**src/rtl/alu_pkg.sv**
```systemverilog
// Shared types for the sequential X9 ALU: opcodes, FSM states, flag bundle and opcode legality.
// Legality of opcode 0100 depends on the ALU_SEQ_MUL_EN macro.
package alu_pkg;

  typedef enum logic [3:0] {
    OP_ADD   = 4'b0000,
    OP_SUB   = 4'b0001,
    OP_ADC   = 4'b0010,
    OP_PASSA = 4'b0011,
    OP_MUL   = 4'b0100,
    OP_PASSB = 4'b0101,
    OP_RSVD  = 4'b0110,
    OP_NOR   = 4'b0111,
    OP_XOR   = 4'b1000,
    OP_AND   = 4'b1001,
    OP_OR    = 4'b1010,
    OP_SLL   = 4'b1011,
    OP_SRL   = 4'b1100,
    OP_EQ    = 4'b1101,
    OP_LT    = 4'b1110,
    OP_RXOR  = 4'b1111
  } alu_op_t;

  typedef enum logic [0:0] {
    ST_IDLE = 1'b0,
    ST_BUSY = 1'b1
  } alu_state_t;

  typedef struct packed {
    logic sc_o;
    logic pari;
    logic one;
    logic zero;
    logic err;
  } alu_flags_t;

  localparam alu_flags_t FLAGS_RESET = '{sc_o: 1'b0, pari: 1'b0, one: 1'b0, zero: 1'b1, err: 1'b0};

  function automatic logic is_legal_op(input logic [3:0] op);
    logic legal;
    case (op)
      4'b0110: legal = 1'b0;
`ifdef ALU_SEQ_MUL_EN
      4'b0100: legal = 1'b1;
`else
      4'b0100: legal = 1'b0;
`endif
      default: legal = 1'b1;
    endcase
    return legal;
  endfunction

endpackage

```
**src/rtl/alu_mul_seq.sv**
```systemverilog
// Unsigned shift-add multiplier: W iterations after start, one per clock.
// done is high during the final iteration so product can be captured on that same edge.
module alu_mul_seq #(
  parameter int W = 8
) (
  input  logic           clk,
  input  logic           reset,
  input  logic           start,
  input  logic [W-1:0]   a,
  input  logic [W-1:0]   b,
  output logic           busy,
  output logic           done,
  output logic [2*W-1:0] product
);
  localparam int SW = $clog2(W);
  localparam logic [SW-1:0] LAST_CNT = SW'(W - 1);

  logic [2*W-1:0] acc_r;
  logic [2*W-1:0] mcand_r;
  logic [W-1:0]   mplier_r;
  logic [SW-1:0]  cnt_r;
  logic           busy_r;
  logic [2*W-1:0] addend_s;

  // Partial product selected by the current multiplier LSB.
  always_comb begin
    addend_s = {(2*W){1'b0}};
    if (mplier_r[0]) begin
      addend_s = mcand_r;
    end else begin
      addend_s = {(2*W){1'b0}};
    end
  end

  assign busy    = busy_r;
  assign done    = busy_r && (cnt_r == LAST_CNT);
  assign product = acc_r + addend_s;

  // Iteration state: load on start, accumulate one bit per cycle while busy.
  always_ff @(posedge clk) begin
    if (reset) begin
      acc_r    <= {(2*W){1'b0}};
      mcand_r  <= {(2*W){1'b0}};
      mplier_r <= {W{1'b0}};
      cnt_r    <= {SW{1'b0}};
      busy_r   <= 1'b0;
    end else if (start && !busy_r) begin
      acc_r    <= {(2*W){1'b0}};
      mcand_r  <= {{W{1'b0}}, a};
      mplier_r <= b;
      cnt_r    <= {SW{1'b0}};
      busy_r   <= 1'b1;
    end else if (busy_r) begin
      acc_r    <= acc_r + addend_s;
      mcand_r  <= mcand_r << 1;
      mplier_r <= mplier_r >> 1;
      if (cnt_r == LAST_CNT) begin
        cnt_r  <= {SW{1'b0}};
        busy_r <= 1'b0;
      end else begin
        cnt_r  <= cnt_r + {{(SW-1){1'b0}}, 1'b1};
        busy_r <= 1'b1;
      end
    end else begin
      busy_r <= 1'b0;
    end
  end

endmodule

```
**src/rtl/alu_seq.sv**
```systemverilog
// Registered X9 ALU with valid/ready on both sides; results and flags held until consumed.
// Define ALU_SEQ_MUL_EN to enable the multi-cycle MUL opcode (0100); otherwise it is illegal.
module alu_seq
  import alu_pkg::*;
#(
  parameter int W = 8
) (
  input  logic         clk,
  input  logic         reset,
  input  logic         in_valid,
  output logic         in_ready,
  input  logic [3:0]   alu_cmd,
  input  logic [W-1:0] inA,
  input  logic [W-1:0] inB,
  input  logic         sc_i,
  output logic         out_valid,
  input  logic         out_ready,
  output logic [W-1:0] rslt,
  output logic         sc_o,
  output logic         pari,
  output logic         one,
  output logic         zero,
  output logic         err
);
  localparam logic [W-1:0] ONE_V  = {{(W-1){1'b0}}, 1'b1};
  localparam logic [W-1:0] ZERO_V = {W{1'b0}};

  function automatic logic parity_f(input logic [W-1:0] v);
    return ^v;
  endfunction

  alu_op_t    op_s;
  alu_state_t state_r;
  logic       out_valid_r;
  logic [W-1:0] rslt_r;
  alu_flags_t flags_r;

  logic         accept_s, consume_s, mul_op_s, mul_done_s, mul_busy_s;
  logic [W-1:0] dp_rslt_s;
  logic         dp_sc_s, dp_err_s;
  logic         ld_en_s, ld_sc_s, ld_err_s;
  logic [W-1:0] ld_rslt_s;
  alu_flags_t   ld_flags_s;

  assign op_s      = alu_op_t'(alu_cmd);
  assign in_ready  = (state_r == ST_IDLE) && !mul_busy_s && (!out_valid_r || out_ready);
  assign accept_s  = in_valid && in_ready;
  assign consume_s = out_valid_r && out_ready;
  assign dp_err_s  = !is_legal_op(alu_cmd);

`ifdef ALU_SEQ_MUL_EN
  logic [2*W-1:0] mul_prod_s;

  assign mul_op_s = (op_s == OP_MUL);

  alu_mul_seq #(.W(W)) u_mul (
    .clk     (clk),
    .reset   (reset),
    .start   (accept_s && mul_op_s),
    .a       (inA),
    .b       (inB),
    .busy    (mul_busy_s),
    .done    (mul_done_s),
    .product (mul_prod_s)
  );
`else
  assign mul_op_s   = 1'b0;
  assign mul_done_s = 1'b0;
  assign mul_busy_s = 1'b0;
`endif

  // Single-cycle datapath; shifts use a one-bit guard so the shifted-out bit falls out naturally.
  always_comb begin
    dp_rslt_s = ZERO_V;
    dp_sc_s   = 1'b0;
    case (op_s)
      OP_ADD:   {dp_sc_s, dp_rslt_s} = {1'b0, inA} + {1'b0, inB};
      OP_SUB:   {dp_sc_s, dp_rslt_s} = {1'b0, inA} - {1'b0, inB};
      OP_ADC:   {dp_sc_s, dp_rslt_s} = {1'b0, inA} + {1'b0, inB} + {{W{1'b0}}, sc_i};
      OP_PASSA: dp_rslt_s = inA;
      OP_PASSB: dp_rslt_s = inB;
      OP_NOR:   dp_rslt_s = ~(inA | inB);
      OP_XOR:   dp_rslt_s = inA ^ inB;
      OP_AND:   dp_rslt_s = inA & inB;
      OP_OR:    dp_rslt_s = inA | inB;
      OP_SLL:   {dp_sc_s, dp_rslt_s} = {1'b0, inA} << inB;
      OP_SRL:   {dp_rslt_s, dp_sc_s} = {inA, 1'b0} >> inB;
      OP_EQ:    dp_rslt_s = {{(W-1){1'b0}}, (inA == inB)};
      OP_LT:    dp_rslt_s = {{(W-1){1'b0}}, (inA < inB)};
      OP_RXOR:  dp_rslt_s = {{(W-1){1'b0}}, ^inB};
      default: begin
        dp_rslt_s = ZERO_V;
        dp_sc_s   = 1'b0;
      end
    endcase
  end

  // Select what loads into the output registers this edge: a single-cycle result or the product.
  always_comb begin
    ld_en_s   = 1'b0;
    ld_rslt_s = dp_rslt_s;
    ld_sc_s   = dp_sc_s;
    ld_err_s  = dp_err_s;
    if ((state_r == ST_IDLE) && accept_s && !mul_op_s) begin
      ld_en_s = 1'b1;
`ifdef ALU_SEQ_MUL_EN
    end else if ((state_r == ST_BUSY) && mul_done_s) begin
      ld_en_s   = 1'b1;
      ld_rslt_s = mul_prod_s[W-1:0];
      ld_sc_s   = |mul_prod_s[2*W-1:W];
      ld_err_s  = 1'b0;
`endif
    end else begin
      ld_en_s = 1'b0;
    end
    ld_flags_s = '{sc_o: ld_sc_s,
                   pari: parity_f(ld_rslt_s),
                   one:  (ld_rslt_s == ONE_V),
                   zero: (ld_rslt_s == ZERO_V),
                   err:  ld_err_s};
  end

  // FSM plus output/flag registers; a load wins over a consume on the same edge.
  always_ff @(posedge clk) begin
    if (reset) begin
      state_r     <= ST_IDLE;
      out_valid_r <= 1'b0;
      rslt_r      <= ZERO_V;
      flags_r     <= FLAGS_RESET;
    end else begin
      case (state_r)
        ST_IDLE: begin
          if (accept_s && mul_op_s) begin
            state_r <= ST_BUSY;
          end else begin
            state_r <= ST_IDLE;
          end
        end
        ST_BUSY: begin
          if (mul_done_s) begin
            state_r <= ST_IDLE;
          end else begin
            state_r <= ST_BUSY;
          end
        end
        default: state_r <= ST_IDLE;
      endcase

      if (ld_en_s) begin
        out_valid_r <= 1'b1;
        rslt_r      <= ld_rslt_s;
        flags_r     <= ld_flags_s;
      end else if (consume_s) begin
        out_valid_r <= 1'b0;
      end else begin
        out_valid_r <= out_valid_r;
      end
    end
  end

  assign out_valid = out_valid_r;
  assign rslt      = rslt_r;
  assign sc_o      = flags_r.sc_o;
  assign pari      = flags_r.pari;
  assign one       = flags_r.one;
  assign zero      = flags_r.zero;
  assign err       = flags_r.err;

endmodule

```
**config.mk**
```make
export PLATFORM = sky130hd
export DESIGN_NAME = alu_seq
export DESIGN_NICKNAME = d
export VERILOG_FILES = /design/src/rtl/alu_pkg.sv /design/src/rtl/alu_mul_seq.sv /design/src/rtl/alu_seq.sv
export SDC_FILE = /design/constraint.sdc
export NUM_CORES = 1
export LEC_CHECK = 0
export BUFFER_PORTS_ARGS = -buffer_cell sky130_fd_sc_hd__clkbuf_2
export CORE_MARGIN = 2
export CORE_UTILIZATION = 47
export DETAILED_ROUTE_END_ITERATION = 12
export PLACE_DENSITY = 0.71
export SLEW_MARGIN = 5
export SYNTH_ARGS = -nofsm -noshare
export SYNTH_HDL_FRONTEND = slang
export SYNTH_SLANG_ARGS = --single-unit
```
**constraint.sdc**
```tcl
create_clock -name clk -period 4.4 [get_ports clk]
set_input_delay 1.1 -clock clk [delete_from_list [all_inputs] [get_ports clk]]
set_output_delay 1.1 -clock clk [all_outputs]
set_load 0.01 [all_outputs]
```
# [After elaboration in Yosys (flattened, before gate mapping)]
# Cells that the tools add are included.
[op_classes] n_addsub=3 mux=6 eq_ne=17 n_shift=2 reduce_logical=12 bitwise_logic=5 n_lt_le_gt_ge=1
[ops] cell="8-bit one-hot mux with 14 select lines" n=1
[ops] cell="4-bit equality test (second input constant)" n=8
[ops] cell="4-bit by 3-bit equality test with 1-bit output (second input constant)" n=4
[ops] cell="8-bit XOR reduction" n=2
[ops] cell="8-bit by 8-bit adder with 9-bit output" n=1
[ops] cell="9-bit by 1-bit adder with 9-bit output" n=1
[ops] cell="8-bit by 8-bit left shift with 9-bit output" n=1
[ops] cell="9-bit by 8-bit >> shifter with 9-bit output" n=1
[ops] cell="8-bit by 8-bit subtractor with 9-bit output" n=1
[ops] cell="8-bit bitwise AND" n=1
[ops] cell="4-bit by 2-bit equality test with 1-bit output (second input constant)" n=2
[ops] cell="8-bit by 1-bit equality test with 1-bit output (second input constant)" n=1
[ops] cell="8-bit equality test" n=1
[ops] cell="8-bit zero test" n=1
[ops] cell="8-bit < comparator" n=1
[ops] cell="8-bit NOT" n=1
[ops] cell="8-bit bitwise OR" n=1
[ops] cell="8-bit XOR" n=1
[ops] cell="1-bit one-hot mux with 5 select lines" n=1
[ops] cell="4-bit by 1-bit equality test with 1-bit output (second input constant)" n=1
[ops] cell="1-bit logical AND" n=4
[ops] cell="4-bit zero test" n=1
[ops] cell="1-bit 2-to-1 mux" n=3
[ops] cell="1-bit one-hot mux with 2 select lines" n=1
[ops] cell="other kinds (5)" n=5
[totals] register_bits=15 inputBits=25 word_cells=54 output_inout_bits=15

# [Longest topological paths before layout]
# Gate-level depths: netlist of the first run.
[logic_depth] ltp_word=7 ltp_mapped=17

# [Least setup slack after synthesis of the first run]
# Ideal clock, no wire load.
[synth_path] path_kind="in2reg" start="input port inB[3]" end="register flags_r (netlist bit pari)" n_path_buf=2 cell_stages=14 t_arrival_ps=4119 setup_slack_ps=195 path_cell_list="clkbuf_1 -> inv_1 -> ha_1 -> buf_2 -> inv_2 -> a221oi_1 -> a22oi_1 -> mux2i_1 -> or4_4 -> nor3b_2 -> ha_1 -> xnor2_1 -> xnor2_1 -> a211oi_1"
[synth_between] elab_chain_len=4
[synth_rtl] element="start, declared" line="alu_seq.sv:14" text="input logic [W-1:0] inB,"
[synth_rtl] element="8-bit by 8-bit adder with 9-bit output or 8-bit bitwise OR (tied branches)"
[synth_rtl] element="9-bit by 1-bit adder with 9-bit output or 8-bit NOT (tied branches)" line="alu_seq.sv:79, alu_seq.sv:82"
[synth_rtl] element="8-bit one-hot mux with 14 select lines *" line="alu_seq.sv:76" text="case (op_s)"
[synth_rtl] element="8-bit XOR reduction *" line="alu_seq.sv:29" text="return ^v;"
[synth_rtl] element="end signal, assigned" line="alu_seq.sv:152" text="flags_r <= ld_flags_s;"
[synth_rtl] element="end, declared" line="alu_seq.sv:36" text="alu_flags_t flags_r;"
# Mark *: on every way between the ends. The rest lies on a longest branch, timed or not.
# A chain may end at the register's enable or synchronous reset.

# [Worst setup path in the final report of the first run]
[layout_path] start="input port inA[0]" end="register flags_r (netlist bit pari)"
[layout_between] elab_chain_len=4
[layout_rtl] element="start, declared" line="alu_seq.sv:13" text="input logic [W-1:0] inA,"
[layout_rtl] element="8-bit by 8-bit adder with 9-bit output or 8-bit bitwise OR (tied branches)"
[layout_rtl] element="9-bit by 1-bit adder with 9-bit output or 8-bit NOT (tied branches)" line="alu_seq.sv:79, alu_seq.sv:82"
[layout_rtl] element="8-bit one-hot mux with 14 select lines *" line="alu_seq.sv:76"
[layout_rtl] element="8-bit XOR reduction *" line="alu_seq.sv:29"
# Marked as above.

==> qor.txt, run 1 <==
Status -> finished clean
Design area -> 0.00370 sq mm
Fin crit share -> 92.2%
DRC Markers -> 0
Pins Over Slew Limit -> 0
Placed inst area -> 0.00366 sq mm
Worst Tran Pin Value -> 740 ps
CTS root buf -> clkbuf_8
Mapped cell area -> 0.00329 sq mm
Clock Pin Slew Worst Setup and Hold Paths -> 60 ps
Post-DP HPWL -> 9.16 mm
Simple-gate portion of the synthesized area -> 25.7%
Leading area contributor after synthesis -> ha_1
Area delta synth->final -> 12.3%
Post-Synth Adder-Cell Area -> 13.0%
Die Width -> 87.7 um
Dpl cells -> 586
Post-synth top area share -> 11.8%
CTS Hold Bufs -> 0
Hold Crit Depth -> 2
Max Freq -> 247 MHz
Setup_tns -> 0 ps
Clock sinks -> 14
Core Rows -> 30
Distinct cell type count after synthesis -> 75
Initial antenna violation count -> 0
Area contributors post-synth -> ha_1, dfxtp_1, xnor2_1
Routability Congestion -> 1.01
Mapped Nets -> 514
Vias -> 3823
Seq/Total Area, Yosys -> 8.51%
Drt first-iter violations -> 294
Number of max-cap violations -> 0
R2R setup slack -> 2350 ps
Starting Density -> 48.5%
Io pins -> 40
Worst Path Arrival -> 4220 ps
Cts repair resizes -> 0
Synth Area in Compound Gates -> 29.6%
Post-CTS setup buffers -> 0
TritonCTS buffer count -> 3
Syn Area/Cell -> 7.22 sq um
Syn Inst Count -> 456
WL final -> 11.6 mm
Nets -> 553
Max Buffers Root-to-Sink -> 2
Ys flop type -> dfxtp_1
Worst skew pair latency -> 240 ps
Final min period -> 4060 ps
WS Path Type -> in2reg
Core area -> 0.00679 sq mm
ANT cells -> 0
Slew headroom -> 50.5%
Setup Skew -> 3.67 ps
Fillers -> 683
Die height -> 87.7 um
Worst R2R Path Depth -> 7
Peak supply drop -> 0.0000903 V
Via-to-Cell Ratio -> 6.49
Grt ovf -> 0
Pin count of the biggest net entering global routing -> 26
Crit path from -> inA[0]
Unrepaired setup endpoints after global routing -> false
Drt first pass iters -> 5
Synthesized flop and latch total -> 14
Post-synth EDFFs -> 0
CP max FO -> 3
First-pass GRT wire length -> 18.1 mm
TritonCTS clock tree -> yes
RR Startpoint -> out_valid
Total number of H-tree levels -> 1
HP Class -> reg2reg
Hold_sp -> err
Wire per inst -> 19.7 um
Final std cells w/o fill -> 589
Final hold viol count -> 0
Critical path startpoint category -> primary input
Static leakage -> 1.56 nW
WP data required -> 4560 ps
Vias in the first global route -> 3496
Total Routing Usage GR -> 30.0%
# port buffers -> 39
Final setup fails -> 0
Routed Antenna Nets -> 0
Largest family of logic cells by synthesized area -> compound AO/OA/AOI/OAI gates
Hold path endpoint -> err
Synth warn -> 0
Mux share of post-synthesis cell area -> 8.55%
Die Area -> 0.00769 sq mm
Asr flop ratio synth -> 0%
Critical Path End Type -> flop
Worst r2r dst -> sc_o
PD cells -> 185 mW/mm^2
Synth Area in XOR/XNOR -> 5.85%
Share of cells above drive strength 1 -> 19.3%
## through the flow
stage / hold WS (ps) / setup slack [ps] / total power [mW] / util [%]
CTS: 454 / 412 / 0.675 / 54.4
detailed placement: 448 / 173 / 0.570 / 53.8
global route: 491 / 137 / 0.729 / 54.4
finish: 453 / 344 / 0.685 / 54.4
floorplan: 476 / 195 / 0.437 / -
global placement: 449 / 236 / 0.566 / 53.8
## worst max path at each step
stage	to	slack (ps)	cells past startpoint
after global placement	pari	240	15
final	pari	340	15
after CTS	pari	410	15
after global routing	pari	140	15
after floorplan	pari	200	14
after detailed placement	pari	170	15
## area by class of cell
class / instances / area, sq um / area share, %
clock buffers: 3 / 41.3 / 1.12
flip-flops and latches: 14 / 280 / 7.58
multi-input cells: 377 / 2720 / 73.6
repair buffers: 69 / 420 / 11.4
well taps: 96 / 120 / 3.25
inverters: 30 / 113 / 3.05
## placed cells by master (no fill, tap or decap), drive strengths merged, types with 5 or more instances in the layout
| master | instances |
|---|---|
| clkbuf | 42 |
| a221oi | 5 |
| nor2 | 44 |
| nor2b | 8 |
| nand3 | 12 |
| ha | 31 |
| nor3 | 11 |
| nand4 | 8 |
| a21oi | 29 |
| dfxtp | 14 |
| o21ai | 23 |
| a22oi | 7 |
| buf | 30 |
| mux2 | 5 |
| a211oi | 12 |
| nor4 | 7 |
| nand2b | 7 |
| or3 | 5 |
| nand2 | 32 |
| a22o | 6 |
| mux2i | 15 |
| o211ai | 11 |
| inv | 30 |
| o22ai | 7 |
| xnor2 | 20 |
## layer usage
layer	track usage (%)	routed length, um	up-vias
met4	10.1	391	0
met5	0	0	-
met3	3.58	898	38
met2	50.8	5450	214
li1	-	-	1771
met1	39.5	4840	1800
## sequential cells by signal (all words and copies together) (netlist names)
name       cells
err            1
one            1
out_valid      1
pari           1
rslt           8
sc_o           1
zero           1
## logic make-up (layout without fill, tap and decap cells)
| logic type | Yosys count | in the layout |
|---|---|---|
| flip-flops | 14 | 14 |
| AO/OA/AOI/OAI | 140 | 140 |
| buffers and inverters | 65 | 102 |
| AND/OR/NAND/NOR | 159 | 159 |
| multiplexers | 23 | 23 |
| adder cells (fa/ha/maj) | 33 | 33 |
| XOR/XNOR | 22 | 22 |
## critical path, stage by stage
cell      delay (ps)
clkbuf_2          90
ha_1             190
inv_1             60
fa_1             510
inv_1             60
ha_1             290
nand2_1           60
o21ai_0           70
a222oi_1         300
o211ai_1         170
a31oi_1          450
ha_1             340
xnor2_1          210
xnor2_1           90
a211oi_1         210
## power by group
| group | total [mW] | internal [mW] | leakage [nW] | switching (mW) |
|---|---|---|---|---|
| registers | 0.143 | 0.138 | 0.116 | 0.00565 |
| clock network | 0.104 | 0.0605 | 0.0216 | 0.0438 |
| logic | 0.437 | 0.177 | 1.42 | 0.260 |
## cells in the mapped netlist (3+ instances only)
master     n
mux4_2     3
a211oi_1  12
a31oi_1    4
a221oi_1   5
dfxtp_1   14
o21a_1     3
buf_4      3
o21ai_0   22
o22ai_1    7
nand4_1    8
a22o_1     6
o211ai_1  11
buf_2     16
and3b_1    3
nand2_1   32
nand2b_1   7
nor3b_1    3
xnor2_1   20
ha_1      31
nor2_1    43
nand3_1   12
nand3b_1   3
nor2b_1    8
nor3_1     9
a22oi_1    7
or3_1      5
a32oi_1    4
a21oi_1   29
mux2_2     3
mux2i_1   15
inv_1     28
clkbuf_1  13
nor4_1     7
and2_1     4
No activity file was read; power rests on OpenSTA's default activity.
==> inputs of run 2 (changes only) <==
--- a/config.mk
+++ b/config.mk
@@ -5,11 +5,12 @@
 export SDC_FILE = /design/constraint.sdc
 export NUM_CORES = 1
 export LEC_CHECK = 0
+export ABC_AREA = 1
 export BUFFER_PORTS_ARGS = -buffer_cell sky130_fd_sc_hd__clkbuf_2
 export CORE_MARGIN = 2
 export CORE_UTILIZATION = 47
 export DETAILED_ROUTE_END_ITERATION = 12
-export PLACE_DENSITY = 0.71
+export PLACE_DENSITY = 0.72
 export SLEW_MARGIN = 5
 export SYNTH_ARGS = -nofsm -noshare
 export SYNTH_HDL_FRONTEND = slang
==> qor.txt, run 2 <==
Syn Inst Count -> 543
Vias -> 3781
Mapped cell area -> 0.00306 sq mm
Routability Congestion -> 0.999
Clock Pin Slew Worst Setup and Hold Paths -> 60 ps
Worst skew pair latency -> 250 ps
Area contributors post-synth -> nand2_1, ha_1, dfxtp_1
Fin crit share -> 90.6%
WS Path Type -> in2reg
Distinct cell type count after synthesis -> 43
Cts repair resizes -> 0
Share of cells above drive strength 1 -> 14.5%
Drt first-iter violations -> 477
Post-DP HPWL -> 8.57 mm
Synth warn -> 0
Worst Tran Pin Value -> 630 ps
Worst Path Arrival -> 4130 ps
Dpl cells -> 654
ANT cells -> 0
Max Buffers Root-to-Sink -> 2
Setup Skew -> 1.66 ps
Initial antenna violation count -> 0
Drt first pass iters -> 5
Leading area contributor after synthesis -> nand2_1
PD cells -> 187 mW/mm^2
Grt ovf -> 0
Pin count of the biggest net entering global routing -> 21
HP Class -> reg2reg
Starting Density -> 48.5%
Seq/Total Area, Yosys -> 9.15%
Final std cells w/o fill -> 658
Unrepaired setup endpoints after global routing -> false
Number of flip-flops under the largest register name -> 8
Critical path startpoint category -> primary input
Reg area -> 280 sq um
Via-to-Cell Ratio -> 5.75
Final setup fails -> 0
Wire per inst -> 15.9 um
DRC Markers -> 0
Core Rows -> 29
Peak supply drop -> 0.000181 V
Critical Path End Type -> flop
Syn Area/Cell -> 5.64 sq um
# port buffers -> 39
CP max FO -> 8
Final min period -> 3980 ps
Die height -> 84.7 um
Area of the multi-input gates -> 0.00238 sq mm
Mapped Nets -> 601
TritonCTS clock tree -> yes
Asr flop ratio synth -> 0%
R2R setup slack -> 2630 ps
First-pass GRT wire length -> 16.9 mm
Top-count cell post-synth -> nand2_1
Total Routing Usage GR -> 29.2%
Die Width -> 84.7 um
Ys flop type -> dfxtp_1
Synthesized flop and latch total -> 14
Fillers -> 686
Pins Over Slew Limit -> 0
Final hold viol count -> 0
CTS Hold Bufs -> 0
Area delta synth->final -> 10.5%
Layout Utilization -> 53.6%
Synth top cells by count -> nand2_1, inv_1, nor2_1
Total number of H-tree levels -> 1
Setup_tns -> 0 ps
CTS root buf -> clkbuf_8
Static leakage -> 1.81 nW
Die Area -> 0.00718 sq mm
Slew headroom -> 57.8%
Routed Antenna Nets -> 0
Vias in the first global route -> 3478
TritonCTS buffer count -> 3
Pre-CTS setup slack -> 232 ps
WL final -> 10.5 mm
Post-synth top area share -> 16.1%
Number of max-cap violations -> 0
Core area -> 0.00631 sq mm
Clock sinks -> 14
Post-synth EDFFs -> 0
Status -> finished clean
Nets -> 640
Post-CTS setup buffers -> 0
Final worst slack -> 416 ps
Io pins -> 40
WP data required -> 4540 ps
Max Freq -> 251 MHz
Commonest cells after routing, fill and taps aside -> nand2_1, nor2_1, inv_1
Most common cell after layout, fill and taps aside -> nand2_1
-- run 2: cell types whose count changed after synthesis, sizes merged, moves of 15 or more --
cell   delta
nand2   +103
nor2     +36
nand3    +43
inv      +55
mux2i    -15
-- run 2: path summary, 6_finish.rpt --
path | end | depth (start not counted) | from
max | pari | 16 | inB[0]
min | zero | 2 | zero
max reg2reg | rslt[2] | 6 | out_valid
min reg2reg | zero | 2 | zero
-- run 2: stage by stage --
step	power, mW	area, sq um	hold slack [ps]
finish	0.633	3380	466
floorplan	0.401	3060	501
global placement	0.497	3330	460
CTS	0.628	3380	473
global route	0.682	3380	488
detailed placement	0.501	3330	458
-- run 2: routing by layer --
metal | vias up | GRT usage [%] | part of all wire (%)
met2 | 209 | 49.3 | 46
met3 | 36 | 4.42 | 8.0
met4 | 0 | 9.38 | 3.7
met1 | 1676 | 38.2 | 42
li1 | 1860 | - | -
met5 | - | 0 | 0
-- run 2: power by group --
| group | switching [mW] | internal [mW] | total (mW) |
|---|---|---|---|
| clock network | 0.0466 | 0.0793 | 0.126 |
| registers | 0.00579 | 0.139 | 0.145 |
| logic | 0.236 | 0.126 | 0.362 |
| total | 0.288 | 0.344 | 0.633 |
-- run 2: logic make-up after synthesis --
logic type	Yosys count	share of synthesized area, %
AO/OA/AOI/OAI	76	14.6
XOR/XNOR	12	3.68
AND/OR/NAND/NOR	310	45.4
buffers and inverters	98	13.2
flip-flops	14	9.15
adder cells (fa/ha/maj)	33	14.0
-- run 2: worst max-delay path, stage by stage --
cell,delay (ps)
clkbuf_2,180
ha_1,240
inv_1,80
fa_1,510
inv_1,60
ha_1,280
nand2_1,60
o21ai_0,90
nor4_1,390
o2111ai_1,240
inv_1,130
ha_1,250
xor2_1,180
xnor2_1,130
o21ai_0,160
inv_1,50
-- run 2: cell type report --
cell class                 count  share of cell area [%]
multi-input combinational    431                    70.3
inverter                      86                    9.62
sequential                    14                    8.28
timing repair buffer          46                    7.32
tap                           77                    2.85
clock buffer                   4                    1.63
